**src/rtl/bloom_sram_ctrl_pkg.sv**
```systemverilog
// ---------------------------------------------------------------------------
// bloom_sram_ctrl_pkg
// Shared definitions for the counting-Bloom-filter SRAM controller:
//   - state_e   : one-hot controller states (9 states)
//   - op_e      : latched request kind (insert / ACK test-and-remove)
//   - COUNT_LSB : bit position of the counter field inside an SRAM word
// ---------------------------------------------------------------------------
package bloom_sram_ctrl_pkg;

  typedef enum logic [8:0] {
    ST_IDLE   = 9'b0_0000_0001,
    ST_RD_A   = 9'b0_0000_0010,
    ST_WAIT_A = 9'b0_0000_0100,
    ST_RD_B   = 9'b0_0000_1000,
    ST_WAIT_B = 9'b0_0001_0000,
    ST_DECIDE = 9'b0_0010_0000,
    ST_WR_A   = 9'b0_0100_0000,
    ST_WR_B   = 9'b0_1000_0000,
    ST_CLEAR  = 9'b1_0000_0000
  } state_e;

  typedef enum logic {
    OP_INSERT = 1'b0,
    OP_ACK    = 1'b1
  } op_e;

  // Counter field occupies word bits [COUNT_LSB +: COUNT_WIDTH].
  localparam int COUNT_LSB = 0;

endpackage

```
**src/rtl/bloom_sram_port.sv**
```systemverilog
// ---------------------------------------------------------------------------
// bloom_sram_port
// Single-outstanding SRAM request holder. A start strobe loads the access;
// req/addr/data/direction stay stable until the grant, and done flags the
// grant cycle. A start in the grant cycle launches the next access
// back-to-back.
// Ports:
//   clk, reset        clock, synchronous active-high reset
//   start             load a new access (only when idle or in the grant cycle)
//   rd_wr_L           1 = read, 0 = write for the access being loaded
//   addr, wr_data     address / write data for the access being loaded
//   sram_ack          one-cycle grant from the SRAM
//   sram_req          registered request to the SRAM
//   sram_rd_wr_L      registered direction
//   sram_addr         registered address
//   sram_wr_data      registered write data
//   done              grant of the current access (sram_req && sram_ack)
// ---------------------------------------------------------------------------
module bloom_sram_port
  import bloom_sram_ctrl_pkg::*;
#(
  parameter int ADDR_WIDTH = 19,
  parameter int DATA_WIDTH = 36
) (
  input  logic                  clk,
  input  logic                  reset,
  input  logic                  start,
  input  logic                  rd_wr_L,
  input  logic [ADDR_WIDTH-1:0] addr,
  input  logic [DATA_WIDTH-1:0] wr_data,
  input  logic                  sram_ack,
  output logic                  sram_req,
  output logic                  sram_rd_wr_L,
  output logic [ADDR_WIDTH-1:0] sram_addr,
  output logic [DATA_WIDTH-1:0] sram_wr_data,
  output logic                  done
);

  assign done = sram_req && sram_ack;

  // NOTE: sequential state uses non-blocking assignments so every flop samples
  // pre-edge values regardless of process evaluation order.
  always_ff @(posedge clk) begin
    if (reset) begin
      sram_req     <= 1'b0;
      sram_rd_wr_L <= 1'b1;
      sram_addr    <= '0;
      sram_wr_data <= '0;
    end else if (start) begin
      sram_req     <= 1'b1;
      sram_rd_wr_L <= rd_wr_L;
      sram_addr    <= addr;
      sram_wr_data <= wr_data;
    end else if (done) begin
      sram_req <= 1'b0;
    end
  end

endmodule

```
**src/rtl/bloom_sram_ctrl.sv**
```systemverilog
// ---------------------------------------------------------------------------
// bloom_sram_ctrl
// Counting-Bloom-filter controller. Each accepted parser request performs a
// read-modify-write on the two counter words addressed by index_0/index_1:
// inserts increment (saturating), ACKs decrement both on a hit and report
// match/miss. A clear_req pulse schedules a sweep writing zero to every word,
// taken only once the controller is idle.
// Ports:
//   clk, reset                 clock, synchronous active-high reset
//   bloom_wr, bloom_rdy        parser request strobe / ready
//   index_0, index_1           hash indices (word addresses)
//   pkt_is_ack                 1 = ACK test/remove, 0 = insert
//   clear_req, clear_busy      clear pulse / sweep pending or running
//   sram_req .. sram_rd_vld    external SRAM port
//   match_pulse, miss_pulse    one-cycle ACK result strobes
//   num_insert/match/miss      32-bit wrapping statistics
// ---------------------------------------------------------------------------
module bloom_sram_ctrl
  import bloom_sram_ctrl_pkg::*;
#(
  parameter int SRAM_ADDR_WIDTH = 19,
  parameter int SRAM_DATA_WIDTH = 36,
  parameter int COUNT_WIDTH     = 4
) (
  input  logic                       clk,
  input  logic                       reset,
  input  logic                       bloom_wr,
  output logic                       bloom_rdy,
  input  logic [SRAM_ADDR_WIDTH-1:0] index_0,
  input  logic [SRAM_ADDR_WIDTH-1:0] index_1,
  input  logic                       pkt_is_ack,
  input  logic                       clear_req,
  output logic                       clear_busy,
  output logic                       sram_req,
  output logic                       sram_rd_wr_L,
  output logic [SRAM_ADDR_WIDTH-1:0] sram_addr,
  output logic [SRAM_DATA_WIDTH-1:0] sram_wr_data,
  input  logic                       sram_ack,
  input  logic [SRAM_DATA_WIDTH-1:0] sram_rd_data,
  input  logic                       sram_rd_vld,
  output logic                       match_pulse,
  output logic                       miss_pulse,
  output logic [31:0]                num_insert,
  output logic [31:0]                num_match,
  output logic [31:0]                num_miss
);

  localparam logic [COUNT_WIDTH-1:0]     CNT_MAX   = '1;
  localparam logic [COUNT_WIDTH-1:0]     CNT_ONE   = 1;
  localparam logic [SRAM_ADDR_WIDTH-1:0] ADDR_LAST = '1;
  localparam logic [SRAM_ADDR_WIDTH-1:0] ADDR_ONE  = 1;

  state_e                     state, state_nxt;
  op_e                        op;
  logic                       clear_pending;
  logic [SRAM_ADDR_WIDTH-1:0] idx_a, idx_b, clear_addr;
  logic [COUNT_WIDTH-1:0]     cnt_a, cnt_b, new_a, new_b, wr_cnt;
  logic                       accept, same_idx, hit, sweep_end;

  logic                       port_start, port_rd, port_done;
  logic [SRAM_ADDR_WIDTH-1:0] port_addr;
  logic [SRAM_DATA_WIDTH-1:0] port_data;

  // Only the counter field of a read word matters; the rest is ignored.
  logic rd_data_unused;
  assign rd_data_unused = ^sram_rd_data;

  // Reset is folded in so the parser never sees ready while reset is held.
  assign bloom_rdy  = !reset && (state == ST_IDLE) && !clear_pending;
  assign accept     = bloom_wr && bloom_rdy;
  assign clear_busy = clear_pending;
  assign same_idx   = (idx_a == idx_b);
  // Equal indices share one word, so only cnt_a is meaningful then.
  assign hit        = (cnt_a != '0) && (same_idx || (cnt_b != '0));
  assign sweep_end  = (state == ST_CLEAR) && port_done && (clear_addr == ADDR_LAST);

  // Decrement is only written back on a hit, so it never wraps.
  always_comb begin
    if (op == OP_INSERT) begin
      new_a = (cnt_a == CNT_MAX) ? cnt_a : cnt_a + CNT_ONE;
      new_b = (cnt_b == CNT_MAX) ? cnt_b : cnt_b + CNT_ONE;
    end else begin
      new_a = cnt_a - CNT_ONE;
      new_b = cnt_b - CNT_ONE;
    end
  end

  always_ff @(posedge clk) begin
    if (reset) state <= ST_IDLE;
    else       state <= state_nxt;
  end

  // NOTE: every signal driven here gets a default first, so no branch can
  // leave one unassigned and infer a latch.
  always_comb begin
    state_nxt  = state;
    port_start = 1'b0;
    port_rd    = 1'b1;
    port_addr  = '0;
    wr_cnt     = '0;
    case (state)
      ST_IDLE: begin
        if (accept) begin
          state_nxt  = ST_RD_A;
          port_start = 1'b1;
          port_addr  = index_0;
        end else if (clear_pending) begin
          state_nxt  = ST_CLEAR;
          port_start = 1'b1;
          port_rd    = 1'b0;
        end
      end
      ST_RD_A: if (port_done) state_nxt = ST_WAIT_A;
      ST_WAIT_A: begin
        if (sram_rd_vld) begin
          if (same_idx) begin
            state_nxt = ST_DECIDE;
          end else begin
            state_nxt  = ST_RD_B;
            port_start = 1'b1;
            port_addr  = idx_b;
          end
        end
      end
      ST_RD_B:   if (port_done)   state_nxt = ST_WAIT_B;
      ST_WAIT_B: if (sram_rd_vld) state_nxt = ST_DECIDE;
      ST_DECIDE: begin
        if ((op == OP_INSERT) || hit) begin
          state_nxt  = ST_WR_A;
          port_start = 1'b1;
          port_rd    = 1'b0;
          port_addr  = idx_a;
          wr_cnt     = new_a;
        end else begin
          state_nxt = ST_IDLE;
        end
      end
      ST_WR_A: begin
        if (port_done) begin
          if (same_idx) begin
            state_nxt = ST_IDLE;
          end else begin
            state_nxt  = ST_WR_B;
            port_start = 1'b1;
            port_rd    = 1'b0;
            port_addr  = idx_b;
            wr_cnt     = new_b;
          end
        end
      end
      ST_WR_B: if (port_done) state_nxt = ST_IDLE;
      ST_CLEAR: begin
        if (port_done) begin
          if (clear_addr == ADDR_LAST) begin
            state_nxt = ST_IDLE;
          end else begin
            port_start = 1'b1;
            port_rd    = 1'b0;
            port_addr  = clear_addr + ADDR_ONE;
          end
        end
      end
      default: state_nxt = ST_IDLE;
    endcase
    port_data = '0;
    port_data[COUNT_LSB +: COUNT_WIDTH] = wr_cnt;
  end

  always_ff @(posedge clk) begin
    if (reset) begin
      clear_pending <= 1'b0;
      clear_addr    <= '0;
      match_pulse   <= 1'b0;
      miss_pulse    <= 1'b0;
      num_insert    <= '0;
      num_match     <= '0;
      num_miss      <= '0;
    end else begin
      match_pulse <= (state == ST_DECIDE) && (op == OP_ACK) && hit;
      miss_pulse  <= (state == ST_DECIDE) && (op == OP_ACK) && !hit;
      if (state == ST_DECIDE) begin
        if (op == OP_INSERT) num_insert <= num_insert + 32'd1;
        else if (hit)        num_match  <= num_match + 32'd1;
        else                 num_miss   <= num_miss + 32'd1;
      end
      // A request arriving while a sweep is already pending is dropped.
      if (clear_req && !clear_pending) clear_pending <= 1'b1;
      else if (sweep_end)              clear_pending <= 1'b0;
      // Wraps back to zero after the last address, ready for the next sweep.
      if ((state == ST_CLEAR) && port_done) clear_addr <= clear_addr + ADDR_ONE;
    end
  end

  // NOTE: operand registers carry no reset; each is written (accept, read
  // return) before any state that consumes it.
  always_ff @(posedge clk) begin
    if (accept) begin
      idx_a <= index_0;
      idx_b <= index_1;
      op    <= op_e'(pkt_is_ack);
    end
    if ((state == ST_WAIT_A) && sram_rd_vld) cnt_a <= sram_rd_data[COUNT_LSB +: COUNT_WIDTH];
    if ((state == ST_WAIT_B) && sram_rd_vld) cnt_b <= sram_rd_data[COUNT_LSB +: COUNT_WIDTH];
  end

  bloom_sram_port #(
    .ADDR_WIDTH (SRAM_ADDR_WIDTH),
    .DATA_WIDTH (SRAM_DATA_WIDTH)
  ) u_port (
    .clk          (clk),
    .reset        (reset),
    .start        (port_start),
    .rd_wr_L      (port_rd),
    .addr         (port_addr),
    .wr_data      (port_data),
    .sram_ack     (sram_ack),
    .sram_req     (sram_req),
    .sram_rd_wr_L (sram_rd_wr_L),
    .sram_addr    (sram_addr),
    .sram_wr_data (sram_wr_data),
    .done         (port_done)
  );

endmodule

```
**config.mk**
```make
export PLATFORM = sky130hd
export DESIGN_NAME = bloom_sram_ctrl
export DESIGN_NICKNAME = d
export VERILOG_FILES = /design/src/rtl/bloom_sram_ctrl_pkg.sv /design/src/rtl/bloom_sram_port.sv /design/src/rtl/bloom_sram_ctrl.sv
export SDC_FILE = /design/constraint.sdc
export NUM_CORES = 1
export LEC_CHECK = 0
export ABC_CLOCK_PERIOD_IN_PS = 7750
export CORE_AREA = 5 5 147 149
export DETAILED_ROUTE_END_ITERATION = 6
export DIE_AREA = 0 0 152 154
export GPL_TIMING_DRIVEN = 0
export PLACE_DENSITY = 0.86
export SLEW_MARGIN = 0
export SYNTH_ARGS = -nofsm -noshare
export SYNTH_HDL_FRONTEND = slang
export SYNTH_HIERARCHICAL = 1
export SYNTH_SLANG_ARGS = --single-unit
```
**constraint.sdc**
```tcl
create_clock -name clk -period 7.75 [get_ports clk]
set_input_delay 0.775 -clock clk [delete_from_list [all_inputs] [get_ports clk]]
set_output_delay 0.775 -clock clk [all_outputs]
set_load 0.01 [all_outputs]
```
==> results.txt, run 1 <==
Setup WS post-layout: 3.57 ns
GPL Wtd Cong: 0.911
RSZ-0062 raised after global routing: no
Setup Crit Path Kind: in -> out
post-route setup TNS: 0 ns
Setup Buffers After CTS: 0
Total GRT Usage: 25.4%
Final Util: 72.0%
Sequential cell area: 5090 um^2
Max Clock Freq: 239 MHz
die height: 154 um
initial antenna violation count: 3
fraction of registers with async set/reset: 0%
nets: 1557
most common cell after layout, fill and taps aside: clkdlybuf4s50_1
Seq/Total Area, Yosys: 46.1%
TritonCTS clock tree: yes
clock root buffer: clkbuf_16
# DRC: 0
synth warn: 6
max-cap violations: 0
Worst path top cell family by delay: buffers and inverters
maximum vdd ir drop: 0.228 mV
Post-Syn Area per Cell: 9.19 um^2
I/O Buffers: 205
TritonRoute pass-1 iters: 6
clock-pin slew on the worst setup and hold paths: 0.05 ns
CP peak stage delay: 0.67 ns
cell taking the most area after synthesis: dfxtp_1
post-CTS sizing: 0
Clock Latency Late Sink: 0.53 ns
pre-CTS WS: 3.71 ns
Synth top area share: 33.3%
die width: 152 um
slew margin rel.: 17.5%
Critical-path top delay cell: clkdlybuf4s50_1
top_reg_cell synth: dfxtp_1
Inst Count DP: 1709
P&R area growth vs syn: 30.6%
DP HPWL: 22.6 mm
Vias: 10300
vias in the first global route: 9914
die area: 23400 um^2
Max Fanout on Critical Path: 10
area of the core: 20000 um^2
first-pass GRT wire length: 50.2 mm
Period minus WS final: 4.18 ns
number of CTS-inserted buffers: 25
Vias/cell: 5.88
Post-synth EDFFs: 47
io pins: 238
worst slew pin tran: 1.23 ns
H-tree levels: 1
worst hold path type: reg -> reg
post-synthesis cell area: 11000 um^2
Num Clock Sinks: 231
CTS Buffer Depth: 3
largest cells by area after synthesis: dfxtp_1, edfxtp_1, mux2i_1
multi-input logic area: 5600 um^2
Clock Skews: 0.0119 ns
largest net degree at the start of global routing: 37
cells along the critical path: clkdlybuf4s50_1 -> clkbuf_1 -> clkbuf_1 -> nor3_1 -> clkdlybuf4s50_1
CP Launch Type: input port
WP data arrival: 3.40 ns
layout cells sized above 1: 5.59%
gr ovfl total: 0
commonest cells after routing, fill and taps aside: clkdlybuf4s50_1, dfxtp_1, nor2_1, nand2_1, a21oi_1
wire length per cell: 17.8 um
fillcell total: 1514
Site Rows: 52
Distinct cells, synth: 72
max-slew violations: 0
final cycle utilization of the critical path: 53.9%
antenna viol nets, final: 0
CP required: 6.97 ns
final number of setup-violating endpoints: 0
Worst Setup End Kind: output port
Pwr Density: 215 nW/um^2
Synth Instances: 1202
CP bufs+invs: 4
hold buffer count at CTS: 0
final hold vios: 0
Starting Density: 55.1%
leak pwr: 4.92 nW
#FFs+latches synth: 231
status: finished, final reports clean
initial DRC count: 768
Post-Layout Cell Count: 1756
final WL: 31.2 mm
[kinds of logic (layout without fill, tap and decap cells)]
| group | Yosys count | after routing | synth area share (%) |
|---|---|---|---|
| and+or+nand+nor | 498 | 498 | 23.7 |
| AOI/OAI and AO/OA | 213 | 213 | 12.1 |
| DFF | 231 | 231 | 46.1 |
| xor gates and xnor gates | 89 | 89 | 7.06 |
| buffers and inverters | 99 | 351 | 4.25 |
| adders and majority gates | 10 | 10 | 1.13 |
| muxes | 61 | 61 | 5.56 |
| other | 1 | 33 | 0.0340 |
[cells in the mapped netlist (4+ instances only)]
cell type	number
dfxtp_1	184
nor2_1	141
nand2_1	84
a21oi_1	74
o21ai_0	60
mux2i_1	58
xor2_1	56
nand3_1	49
edfxtp_1	47
clkbuf_1	45
or3_1	44
xnor2_1	33
inv_1	31
nand4_1	31
or4_1	28
o31ai_1	26
nor3_1	23
and3_1	17
nor4_1	13
nor2b_1	11
and2_1	10
and4_1	10
ha_1	10
buf_2	9
a221oi_1	7
nand4b_1	6
or2_2	6
a221o_1	5
buf_1	5
nand2b_1	5
a222oi_1	4
nor4b_1	4
[routing by layer]
metal	global-route usage [%]	share of wire, %	vias to the layer above	routed length, um
li1	-	-	4856	-
met1	30.5	37	4886	11700
met2	44.8	49	493	15500
met3	5.71	9.4	92	2930
met4	9.55	3.6	4	1120
met5	0	0.093	-	29
[report_power, final]
| part | leakage [nW] | switching [mW] | internal (mW) |
|---|---|---|---|
| Combinational | 2.58 | 0.273 | 0.272 |
| Clock | 0.423 | 0.478 | 0.735 |
| Sequential | 1.92 | 0.0471 | 1.30 |
| Total | 4.92 | 0.798 | 2.31 |
[worst reg2reg max path: stages (launching register included)]
cell and delay (ns):
edfxtp_1 0.41, xor2_1 0.18, nor4_1 0.64, and3_1 0.39, nand3_1 0.33, a31o_2 0.45, clkbuf_1 0.31, o2111ai_1 0.22
buf_6 0.16, buf_8 0.17, buf_12 0.16, mux2i_1 0.23, nor2_1 0.06
[sequential cells by signal, indices dropped and copies added, names as in the netlist, 4 cells and up]
name,flops
num_miss,32
idx_a,19
cnt_a,4
clear_addr,19
num_match,32
u_port/sram_wr_data,36
cnt_b,4
state,9
num_insert,32
u_port/sram_addr,19
idx_b,19
[final timing paths]
kind,cells after the start,slack (ns),start,to
worst min-delay path,2,0.49,num_miss[24]$_SDFFE_PP0P_,num_miss[24]$_SDFFE_PP0P_
worst min register to register,2,0.49,num_miss[24]$_SDFFE_PP0P_,num_miss[24]$_SDFFE_PP0P_
worst max register to register,12,3.92,idx_a[2]$_DFFE_PN_,u_port/sram_addr[15]$_SDFFE_PP0P_
worst max-delay path,5,3.57,reset,bloom_rdy
[area by class of cell]
type	instances	share of cell area, %
Clock buffer	41	5.52
Timing Repair Buffer	206	14.4
Buffer	68	2.45
Inverter	31	0.806
Clock inverter	5	0.399
Tap cell	270	2.34
Sequential cell	231	35.3
Multi-Input combinational cell	903	38.8
Antenna cell	1	0.0173
[stage by stage]
step	power [mW]	hold slack, ns	cell area (um^2)
final	3.10	0.488	14400
after global routing	3.22	0.519	14400
after CTS	3.12	0.488	14400
after detailed placement	1.91	0.476	13600
after global placement	1.89	0.472	13600
after floorplan	1.71	0.467	11200
(Power assumes the default switching activity.)
==> inputs of run 2 (changes only) <==
- ABC_CLOCK_PERIOD_IN_PS: 7750 -> 3800
- CORE_AREA: 5 5 147 149 -> 5 5 160 162
- DIE_AREA: 0 0 152 154 -> 0 0 165 167
- PLACE_DENSITY: 0.86 -> 0.77
- clock period: 7.75 -> 3.8 ns (I/O delays scaled with it)
==> run 2 against run 1 <==
- cell count increased by 3.1%
- utilization decreased by 12 points
- via count decreased by 2.5%
- the flow now finishes with violations (DRC)
- critical endpoint is now u_port/sram_addr[13]$_SDFFE_PP0P_
- critical path type is now reg -> reg
==> results.txt, run 2 (same netlist as run 1, synthesis figures left out) <==
initial antenna violation count: 2 (-1)
TritonCTS clock tree: yes
maximum vdd ir drop: 0.457 mV (+100%)
vias in the first global route: 9522 (-4.0%)
Setup WS post-layout: 0.145 ns (-3.43 ns)
cells along the critical path: xor2_1 -> nor4_1 -> and2_1 -> nand3_1 -> a31o_2 -> clkbuf_1 -> o2111ai_1 -> buf_6 -> buf_8 -> buf_12 -> mux2i_1 -> nor2_1
H-tree levels: 1 (unchanged)
Pwr Density: 433 nW/um^2 (+100%)
CTS Buffer Depth: 3 (unchanged)
worst hold path type: in -> reg
leak pwr: 4.90 nW (-0.27%)
TritonRoute pass-1 iters: 7 (+1)
Worst path top cell family by delay: simple AND/OR/NAND/NOR gates
Max Clock Freq: 274 MHz
slew margin rel.: 17.2% (-0.21 points)
most common cell after layout, fill and taps aside: clkdlybuf4s50_1
largest net degree at the start of global routing: 40 (+8.1%)
cell internal pwr: 4.66 mW (+100%)
gr ovfl total: 0 (unchanged)
Clock Latency Late Sink: 0.53 ns (about the same)
fillcell total: 2092 (+38%)
wire length per cell: 17.0 um (-4.3%)
Flop pwr share: 43.7% (+0.3 points)
ant diodes: 0 (-1)
DP HPWL: 22.6 mm (about the same)
first-pass GRT wire length: 49.0 mm (-2.4%)
die height: 167 um (+8.4%)
failing checks: DRC
status: finished with violations
initial DRC count: 846 (+10%)
pre-CTS WS: 0.145 ns (-3.56 ns)
WP data arrival: 4.03 ns (+0.63 ns)
P&R area growth vs syn: 31.1%
max FFs per register: 36 (unchanged)
Critical-path top delay cell: nor4_1
max-slew violations: 0 (unchanged)
hold buffer count at CTS: 0 (unchanged)
area of the core: 24000 um^2 (+20%)
CP peak stage delay: 0.54 ns (-0.13 ns)
Starting Density: 46.1% (-9.0 points)
CP Launch Type: flop
die width: 165 um (+8.6%)
Clock Skews: 0.0301 ns (+0.0183 ns)
Setup Buffers After CTS: 0 (unchanged)
RSZ-0062 raised after global routing: no
post-route setup TNS: 0 ns (unchanged)
clock-pin slew on the worst setup and hold paths: 0.06 ns (about the same)
# DRC: 4 (+4)
I/O Buffers: 205 (unchanged)
worst slew pin tran: 1.23 ns (+0.00318 ns)
Clock power frac: 38.6% (-0.5 points)
commonest cells after routing, fill and taps aside: clkdlybuf4s50_1, dfxtp_1, nor2_1, nand2_1, a21oi_1
CP bufs+invs: 4 (unchanged)
Net Sw Power: 1.62 mW (+100%)
final hold vios: 0 (unchanged)
number of CTS-inserted buffers: 26 (+4.0%)
final WL: 30.9 mm (-1.3%)
final number of setup-violating endpoints: 0 (unchanged)
Worst Setup End Kind: flop
Largest Register: u_port/sram_wr_data
Max Fanout on Critical Path: 10 (unchanged)
Vias/cell: 5.56 (-5.5%)
Total GRT Usage: 21.4% (-4.0 points)
Num Clock Sinks: 231 (unchanged)
Setup Crit Path Kind: reg -> reg
layout cells sized above 1: 5.45% (-0.14 points)
Min Hold Slack: 0.398 ns (-0.0903 ns)
Period minus WS final: 3.65 ns
final cycle utilization of the critical path: 96.2%
clock root buffer: clkbuf_16
nets: 1558 (+0.064%)
CP required: 4.17 ns (-2.80 ns)
max-cap violations: 0 (unchanged)
combinational power share: 17.6% (about the same)
antenna viol nets, final: 0 (unchanged)
GPL Wtd Cong: 0.928 (+1.9%)
Site Rows: 57 (+9.6%)
sw frac: 25.8% (+0.043 points)
die area: 27600 um^2 (+18%)
Vias: 10100 (-2.5%)
io pins: 238 (unchanged)
-- run 2: changes by cell type in the layout (fill, tap and decap cells not counted) --
cell / change
inv_6: -2
clkbuf_8: -3
nor4_1: -1
diode_2: -1
clkinv_8: +1
clkinv_2: +1
clkbuf_1: +5
nor4_2: +1
-- run 2: final timing paths --
| check | cells past startpoint | slack [ns] | to | startpoint |
|---|---|---|---|---|
| max | 12 | 0.15 | u_port/sram_addr[13]$_SDFFE_PP0P_ | idx_b[14]$_DFFE_PN_ |
| min | 1 | 0.40 | idx_b[3]$_DFFE_PN_ | index_1[3] |
| max reg2reg | 12 | 0.15 | u_port/sram_addr[13]$_SDFFE_PP0P_ | idx_b[14]$_DFFE_PN_ |
| min reg2reg | 2 | 0.49 | num_miss[22]$_SDFFE_PP0P_ | num_miss[22]$_SDFFE_PP0P_ |
-- run 2: power by group through the flow --
stage	logic (mW)	clock network [mW]	registers [mW]
CTS	1.11	2.47	2.74
finish	1.11	2.42	2.74
detailed placement	1.10	0	2.79
global placement	1.08	0	2.79
floorplan	0.672	0	2.82
global route	1.19	2.59	2.76
-- run 2: stage by stage --
| stage | area [um^2] | total power, mW | util (%) | std cells |
|---|---|---|---|---|
| 4_1_cts | 14500 | 6.32 | 60.4 | 1811 |
| 3_3_place_gp | 13600 | 3.87 | 56.8 | 1762 |
| 5_1_grt | 14500 | 6.53 | 60.4 | 1811 |
| 6_report | 14500 | 6.27 | 60.4 | 1811 |
| 3_5_place_dp | 13600 | 3.89 | 56.9 | 1763 |
| 2_1_floorplan | 11200 | 3.49 | - | 1233 |
-- run 2: what timing repair did --
item | CTS | global route
endpoints found under the hold margin | 0 | 0
gates resized for setup | 0 | 1
endpoints found under the setup margin | 0 | 37
-- run 2: cell type report --
class,instances,area (um^2),area share (%)
clock buffers,43,774,5.35
inverters,31,116,0.803
clock inverters,5,61.3,0.423
well taps,324,405,2.80
repair buffers,206,2070,14.3
multi-input cells,903,5600,38.7
flip-flops and latches,231,5090,35.2
plain buffers,68,354,2.44
-- run 2: per-layer routing --
metal	routed length [um]	GRT usage [%]	vias up
met4	619	4.77	4
met1	12700	27.5	4770
met3	2630	4.72	53
li1	-	-	4850
met2	14800	36.8	394
met5	21	0	-
